[src/rtl/bayer_pattern_gen.sv]
// Test-pattern frame generator: XOR, ramp, constant or LFSR pixels with row and frame blanking.
// Define PATTERN_LFSR_EN to build the mode-3 LFSR; without it mode 3 emits zero with identical timing.
module bayer_pattern_gen #(
  parameter int H_ACTIVE = 1280,
  parameter int V_ACTIVE = 960,
  parameter int H_BLANK  = 2,
  parameter int V_BLANK  = 20
) (
  input  logic        iCLK,
  input  logic        iRST,
  input  logic        iSTART,
  input  logic        iCONT,
  input  logic [1:0]  iMODE,
  input  logic [11:0] iCONST,
  output logic [10:0] oX_Cont,
  output logic [10:0] oY_Cont,
  output logic [11:0] oDATA,
  output logic        oDVAL,
  output logic        oBUSY,
  output logic        oFRAME_DONE
);
  localparam logic [10:0] X_LAST  = 11'(H_ACTIVE - 1);
  localparam logic [10:0] Y_LAST  = 11'(V_ACTIVE - 1);
  localparam logic [15:0] HB_LAST = 16'(H_BLANK - 1);
  localparam logic [15:0] VB_LAST = 16'(V_BLANK - 1);

  typedef enum logic [1:0] {IDLE, ACTIVE, HBLANK, VBLANK} state_t;

  state_t      state;
  logic [15:0] blank_cnt;
  logic [1:0]  mode;
  logic [11:0] const_val;
  logic [11:0] lfsr_cur;
  logic [11:0] start_lfsr;
  logic        frame_start;

  function automatic logic [11:0] pixel(input logic [1:0] m, input logic [11:0] c,
                                        input logic [10:0] x, input logic [10:0] y,
                                        input logic [11:0] lv);
    case (m)
      2'd0:    pixel = {1'b0, x} ^ {1'b0, y};
      2'd1:    pixel = {1'b0, x};
      2'd2:    pixel = c;
      default: pixel = lv;
    endcase
  endfunction

  // A new frame begins from IDLE on a start request, or straight out of the last VBLANK cycle when continuous.
  assign frame_start = ((state == IDLE) && iSTART) ||
                       ((state == VBLANK) && (blank_cnt == VB_LAST) && iCONT);

`ifdef PATTERN_LFSR_EN
  localparam logic [11:0] SEED = 12'hACE;

  logic [11:0] lfsr;
  logic        pixel_adv;

  function automatic logic [11:0] lfsr_step(input logic [11:0] s);
    lfsr_step = {s[10:0], s[11] ^ s[10] ^ s[9] ^ s[3]};
  endfunction

  assign pixel_adv = ((state == ACTIVE) && (oX_Cont != X_LAST)) ||
                     ((state == HBLANK) && (blank_cnt == HB_LAST));

  // lfsr always holds the value for the next valid pixel; the frame's first pixel is the seed itself.
  always_ff @(posedge iCLK or negedge iRST) begin
    if (!iRST)            lfsr <= SEED;
    else if (frame_start) lfsr <= lfsr_step(SEED);
    else if (pixel_adv)   lfsr <= lfsr_step(lfsr);
  end

  assign lfsr_cur   = lfsr;
  assign start_lfsr = SEED;
`else
  assign lfsr_cur   = 12'h000;
  assign start_lfsr = 12'h000;
`endif

  always_ff @(posedge iCLK or negedge iRST) begin
    if (!iRST) begin
      state       <= IDLE;
      blank_cnt   <= '0;
      mode        <= '0;
      const_val   <= '0;
      oX_Cont     <= '0;
      oY_Cont     <= '0;
      oDATA       <= '0;
      oDVAL       <= 1'b0;
      oBUSY       <= 1'b0;
      oFRAME_DONE <= 1'b0;
    end else begin
      oFRAME_DONE <= 1'b0;
      if (frame_start) begin
        state     <= ACTIVE;
        mode      <= iMODE;
        const_val <= iCONST;
        oX_Cont   <= '0;
        oY_Cont   <= '0;
        oDATA     <= pixel(iMODE, iCONST, 11'd0, 11'd0, start_lfsr);
        oDVAL     <= 1'b1;
        oBUSY     <= 1'b1;
      end else begin
        case (state)
          ACTIVE: begin
            if (oX_Cont != X_LAST) begin
              oX_Cont <= oX_Cont + 11'd1;
              oDATA   <= pixel(mode, const_val, oX_Cont + 11'd1, oY_Cont, lfsr_cur);
            end else begin
              oDVAL     <= 1'b0;
              blank_cnt <= '0;
              if (oY_Cont != Y_LAST) begin
                state <= HBLANK;
              end else begin
                state       <= VBLANK;
                oFRAME_DONE <= 1'b1;
              end
            end
          end
          HBLANK: begin
            if (blank_cnt == HB_LAST) begin
              state   <= ACTIVE;
              oX_Cont <= '0;
              oY_Cont <= oY_Cont + 11'd1;
              oDVAL   <= 1'b1;
              oDATA   <= pixel(mode, const_val, 11'd0, oY_Cont + 11'd1, lfsr_cur);
            end else begin
              blank_cnt <= blank_cnt + 16'd1;
            end
          end
          VBLANK: begin
            if (blank_cnt == VB_LAST) begin
              state <= IDLE;
              oBUSY <= 1'b0;
            end else begin
              blank_cnt <= blank_cnt + 16'd1;
            end
          end
          default: ;
        endcase
      end
    end
  end
endmodule
[config.mk]
export PLATFORM = sky130hd
export DESIGN_NAME = bayer_pattern_gen
export DESIGN_NICKNAME = d
export VERILOG_FILES = /design/src/rtl/bayer_pattern_gen.sv
export SDC_FILE = /design/constraint.sdc
export NUM_CORES = 1
export LEC_CHECK = 0
export CORE_MARGIN = 1.5
export CORE_UTILIZATION = 40
export CTS_BUF_LIST = sky130_fd_sc_hd__clkbuf_8
export DETAILED_ROUTE_END_ITERATION = 7
export HOLD_SLACK_MARGIN = 0.05
export PLACE_DENSITY_LB_ADDON = 0.3
export RECOVER_POWER = 100
export SLEW_MARGIN = 5
export SYNTH_ARGS = -nofsm -noshare
export SYNTH_HDL_FRONTEND = slang
export SYNTH_SLANG_ARGS = --single-unit
[constraint.sdc]
create_clock -name iCLK -period 3.08 [get_ports iCLK]
set_clock_uncertainty 0.05 [all_clocks]
set_input_delay 0.924 -clock iCLK [delete_from_list [all_inputs] [get_ports iCLK]]
set_output_delay 0.924 -clock iCLK [all_outputs]
set_load 0.03 [all_outputs]
# [Word level (Yosys, flattened, before mapping)]
# Cells that the tools add are included.
[word_totals] regBits=69 in_bits=18 out_inout_bits=37 elab_cells=86
[classes] add_sub_neg=3 n_eq_ne=17 mux=35 n_bitwise=2 n_reduce_logical=19
[op_table] cell="two-way mux 11 bit" count=6
[op_table] cell="two-way mux 12 bit" count=4
[op_table] cell="two-way mux 16 bit" count=3
[op_table] cell="one-hot mux 12 bit (2 select lines)" count=2
[op_table] cell="one-hot mux 16 bit (3 select lines)" count=1
[op_table] cell="one-hot mux 12 bit (3 select lines)" count=1
[op_table] cell="adder 11 x 1 -> 11 bit (second input constant)" count=2
[op_table] cell="one-hot mux 11 bit (2 select lines)" count=1
[op_table] cell="adder 16 x 1 -> 16 bit (second input constant)" count=1
[op_table] cell="== test 16 x 1 -> 1 bit (second input constant)" count=1
[op_table] cell="== test 16 x 5 -> 1 bit (second input constant)" count=1
[op_table] cell="two-way mux 1 bit" count=11
[op_table] cell="inequality test 11 x 10 -> 1 bit (second input constant)" count=1
[op_table] cell="inequality test 11 bit (second input constant)" count=1
[op_table] cell="XOR 11 bit" count=1
[op_table] cell="inequality test 3 bit (second input constant)" count=3
[op_table] cell="== test 2 bit (second input constant)" count=4
[op_table] cell="two-way mux 2 bit" count=4
[op_table] cell="nonzero test 2 bit" count=4
[op_table] cell="inequality test 2 bit (second input constant)" count=3
[op_table] cell="one-hot mux 2 bit (3 select lines)" count=1
[op_table] cell="AND reduction 3 bit" count=2
[op_table] cell="nonzero test 3 bit" count=2
[op_table] cell="AND reduction 5 bit" count=1
[op_table] cell="10 further kinds" count=15

# [Longest topological paths before layout]
[logic_depth] ltp_word=6 ltp_mapped=10 mapped_depth_nobuf=8

# [Worst setup path after synthesis]
# Ideal clock, no wire load.
[synth_timing] kind="reg-to-reg" start="register oX_Cont[0]" end="register oDATA[6]" setup_time_ns=0.123 t_arrival_ns=2.100 required_ns=2.907 setup_slack_ns=0.807 stages_incl_launch_ff=10 n_path_buf=2 period_less_slack_ns=2.273 path_cell_list="dfrtp_1 > ha_1 > nand3_1 > nor2_2 > nand4_1 > a31o_2 > buf_4 > buf_4 > nor2_1 > a21oi_1"
[synth_via] elab_chain_cells=6 word_cells_on_any_way=9 classes_between="1 x add/sub; 2 x eq/ne; 4 x mux; 1 x bitwise; 1 x reduce/logical"
[synth_rtl] element="start, declared" line="15" rtl="output logic [10:0] oX_Cont,"
[synth_rtl] element="start signal, assigned" line="106" rtl="oX_Cont <= oX_Cont + 11'd1;"
[synth_rtl] element="adder 11 x 1 -> 11 bit" line="107" rtl="oDATA <= pixel(mode, const_val, oX_Cont + 11'd1, oY_Cont, lfsr_cur);"
[synth_rtl] element="XOR 11 bit" line="41" rtl="2'd0: pixel = {1'b0, x} ^ {1'b0, y};"
[synth_rtl] element="one-hot mux 12 bit (3 select lines)" line="40" rtl="case (m)"
[synth_rtl] element="two-way mux 12 bit" line="105" rtl="if (oX_Cont != X_LAST) begin"
[synth_rtl] element="one-hot mux 12 bit (2 select lines)" line="103" rtl="case (state)"
[synth_rtl] element="two-way mux 12 bit" line="93" rtl="if (frame_start) begin"
[synth_rtl] element="end signal, assigned" line="99" rtl="oDATA <= pixel(iMODE, iCONST, 11'd0, 11'd0, start_lfsr);"
[synth_rtl] element="end signal, assigned" line="107"
[synth_rtl] element="end signal, assigned" line="125" rtl="oDATA <= pixel(mode, const_val, 11'd0, oY_Cont + 11'd1, lfsr_cur);"
[synth_rtl] element="end, declared" line="17" rtl="output logic [11:0] oDATA,"
# Several ways; a longest one is shown, not always the timed one. The select of a mux whose other input is x is not followed.
# A chain may end at the register's enable or synchronous reset.

# [Worst setup path after layout]
[layout_timing] start="input iSTART" end="register oX_Cont[8]"
[layout_via] elab_chain_cells=4 word_cells_on_any_way=7 classes_between="2 x eq/ne; 1 x mux; 4 x reduce/logical"
[layout_rtl] element="start, declared" line="11" rtl="input logic iSTART,"
[layout_rtl] element="logical AND 1 bit (*)" line="49" rtl="assign frame_start = ((state == IDLE) && iSTART) ||"
[layout_rtl] element="logical OR 1 bit (*)" line="49"
[layout_rtl] element="inequality test 3 bit (no source line) / nonzero test 3 bit (equally long branches)"
[layout_rtl] element="AND reduction 3 bit (no source line)"
# Every way passes the cells marked *; elsewhere a longest branch is shown, timed or not.

==> run summary <==
Avg Vias per Cell = 5.536
Final worst setup slack = 0.2826 ns
Fin area = 4969 sq um
Clk sinks = 69
Period utilization = 90.82%
Max_slew headroom = -19.38%
Synth Area in Simple Gates = 25.15%
Slew Viols, Final = 70
Fin. Hold Viols = 0
Worst-margin pin slew = 1.791 ns
Top fanout value on the critical path = 20
GR Overflow Total = 0
EDFF count, synth = 0
Yosys cell types = 59
Worst setup EP type = register
Yosys reg bits = 69
CTS Buf Count = 9
Hold Crit Class = register to register
I/O pins = 55
Peak supply drop = 0.0001724 V
Routability Congestion = 0.8395
Detail Route Antenna Nets = 0
Cts repair resizes = 0
Initial antenna violation count = 0
Post-synthesis compound-gate area fraction = 16.22%
Detailed Route Iter0 Violations = 179
Xor-xnor portion of the synthesized cell area = 8.931%
Post-CTS setup buffers = 0
Die Height = 104.5 um
RSZ-0062 raised after global routing = no
DP HPWL = 7432 um
Failing checks = capacitance limit, slew limit
Worst-case clock buffer depth = 2
Setup TNS = 0 ns
Setup violators final = 0
Share of layout cells above drive strength 1 = 7.824%
H-tree lvl count = 3
FFs w/ async S/R, synth = 100.0%
Root Buffer = clkbuf_8
PD cells = 377.6 nW/um^2
Ant diodes = 0
CTS tree = yes
Synth top area share = 41.92%
# nets final = 546
Vias = 3637
Worst Setup Start Kind = input pin
Leakage = 0.002102 uW
WP data arrival = 3.03 ns
Dpl cell area = 4766 sq um
Worst-Skew Late Latency = 0.36 ns
Syn avg cell area = 8.727 sq um
FP Rows = 36
Synth Net Count = 499
CTS clk-pin slew, worst paths = 0.09 ns
Max-cap viol count = 1
# DRC = 0
Final min period = 2.797 ns
Sequential area share after synthesis = 41.92%
Mux cell area share after synthesis = 1.306%
Main flop type after synthesis = dfrtp_1
Area Overhead vs Synth = 20.63%
Largest family of logic cells by synthesized area = simple AND/OR/NAND/NOR gates
Initial DRT Pass Iterations = 5
Hold_buf cts = 0
Vias in the first global route = 3475
Most frequent cell after synthesis = nand2_1
Worst Path Class, Setup = input pin to register
Cell Area, Synth = 4119 sq um
Initial Utilization = 41.76%
WL/cell = 16.17 um
CORE AREA = 9864 sq um
Port Buffers = 54
Die Area = 10920 sq um
GRT Util Overall = 20.56%
Synth warnings = 0
List of most frequent post-synthesis cells = nand2_1 (80), dfrtp_1 (69), nor2_1 (44)
Minimum hold slack = 0.4302 ns
WL final = 10620 um
Critical Path RT = 3.31 ns
Die X = 104.5 um
First-pass GRT wire length = 17960 um
Cell taking the most area after synthesis = dfrtp_1
Largest cells by area after synthesis = dfrtp_1 (42%), nand2_1 (7.3%), xnor2_1 (4.9%), xor2_1 (4.0%), nor2_1 (4.0%)
Post-Synth Adder-Cell Area = 2.734%
Outcome = finished, violations left
Pwr Total = 1876 uW
Largest net degree at the start of global routing = 70
Fmax = 357.5 MHz
Synth Instances = 472
Place WS = 0.2252 ns
-- cell usage in the layout (no fill, tap or decap), types with 3 or more instances in the layout --
cell	synthesis	final
a211oi_1	4	4
a21oi_1	29	29
a22oi_1	7	7
a31oi_1	15	15
and3_1	6	6
buf_4	2	7
bufinv_16	0	3
clkbuf_8	0	9
clkdlybuf4s50_1	0	15
dfrtp_1	69	69
dlygate4sd3_1	0	38
ha_1	9	9
inv_1	5	5
mux2_2	3	3
nand2_1	80	80
nand2b_1	8	8
nand3_1	17	17
nand4_1	12	12
nor2_1	44	46
nor2b_1	12	12
nor3_1	10	10
o21ai_0	17	19
o31ai_1	6	6
or2_2	5	5
or3_1	3	3
xnor2_1	23	23
xor2_1	19	19
-- worst paths after layout --
check	start	to	slack, ns	cells after the start
setup / recovery	iSTART	oX_Cont[8]	0.28	7
hold / removal	const_val[10]	const_val[10]	0.43	2
setup reg to reg	oX_Cont[0]	oDATA[9]	0.43	7
hold reg to reg	const_val[10]	const_val[10]	0.43	2
max in group asynchronous	iRST	oBUSY	0.83	2
min in group asynchronous	iRST	oFRAME_DONE	1.06	2
-- power by group --
part           leakage, uW  internal (uW)  switching, uW
combinational      0.00112           20.0           26.5
clock             0.000124            542            383
sequential        0.000856            905              0
-- stage by stage --
step	instances	util, %
3_3_place_gp	641	48.31
4_1_cts	657	50.80
5_1_grt	657	50.37
3_5_place_dp	641	48.31
6_report	657	50.37
2_1_floorplan	472	-
-- final cells by class --
| class | count | area [sq um] |
|---|---|---|
| repair buffers | 63 | 596.8 |
| fillers | 903 | 4896 |
| clock inverters | 7 | 121.4 |
| inverters | 5 | 18.77 |
| flip-flops and latches | 69 | 1727 |
| well taps | 133 | 166.4 |
| multi-input cells | 371 | 2215 |
| clock buffers | 9 | 123.9 |
-- per-layer routing --
| metal | up-vias | part of all wire (%) | global-route usage [%] |
|---|---|---|---|
| met5 | - | 0 | 0 |
| met4 | 0 | 2.6 | 8.532 |
| met3 | 25 | 5.3 | 4.762 |
| met2 | 111 | 44 | 29.32 |
| met1 | 1754 | 48 | 29.66 |
| li1 | 1747 | - | - |
-- sequential cells by signal, summed over array words and instances (netlist names) --
| name | cells |
|---|---|
| oX_Cont | 11 |
| const_val | 12 |
| blank_cnt | 16 |
| oY_Cont | 11 |
| oFRAME_DONE | 1 |
| oBUSY | 1 |
| oDVAL | 1 |
| oDATA | 12 |
| mode | 2 |
| state | 2 |
-- cells by family (layout without fill, tap and decap cells) --
family                     Yosys count  count (layout)
AOI/OAI and AO/OA                  102             102
xor gates and xnor gates            42              42
adders and majority gates            9               9
buffers and inverters               32              84
DFF                                 69              69
muxes                                5               5
and+or+nand+nor                    213             213
-- worst max-delay path, stage by stage --
cell,delay (ns)
dlygate4sd3_1,0.54
nand2_1,0.17
o21ai_2,0.14
nor3_1,0.18
clkbuf_1,0.65
o21ai_0,0.21
a31oi_1,0.20
Power figures use the tool's default switching activity.
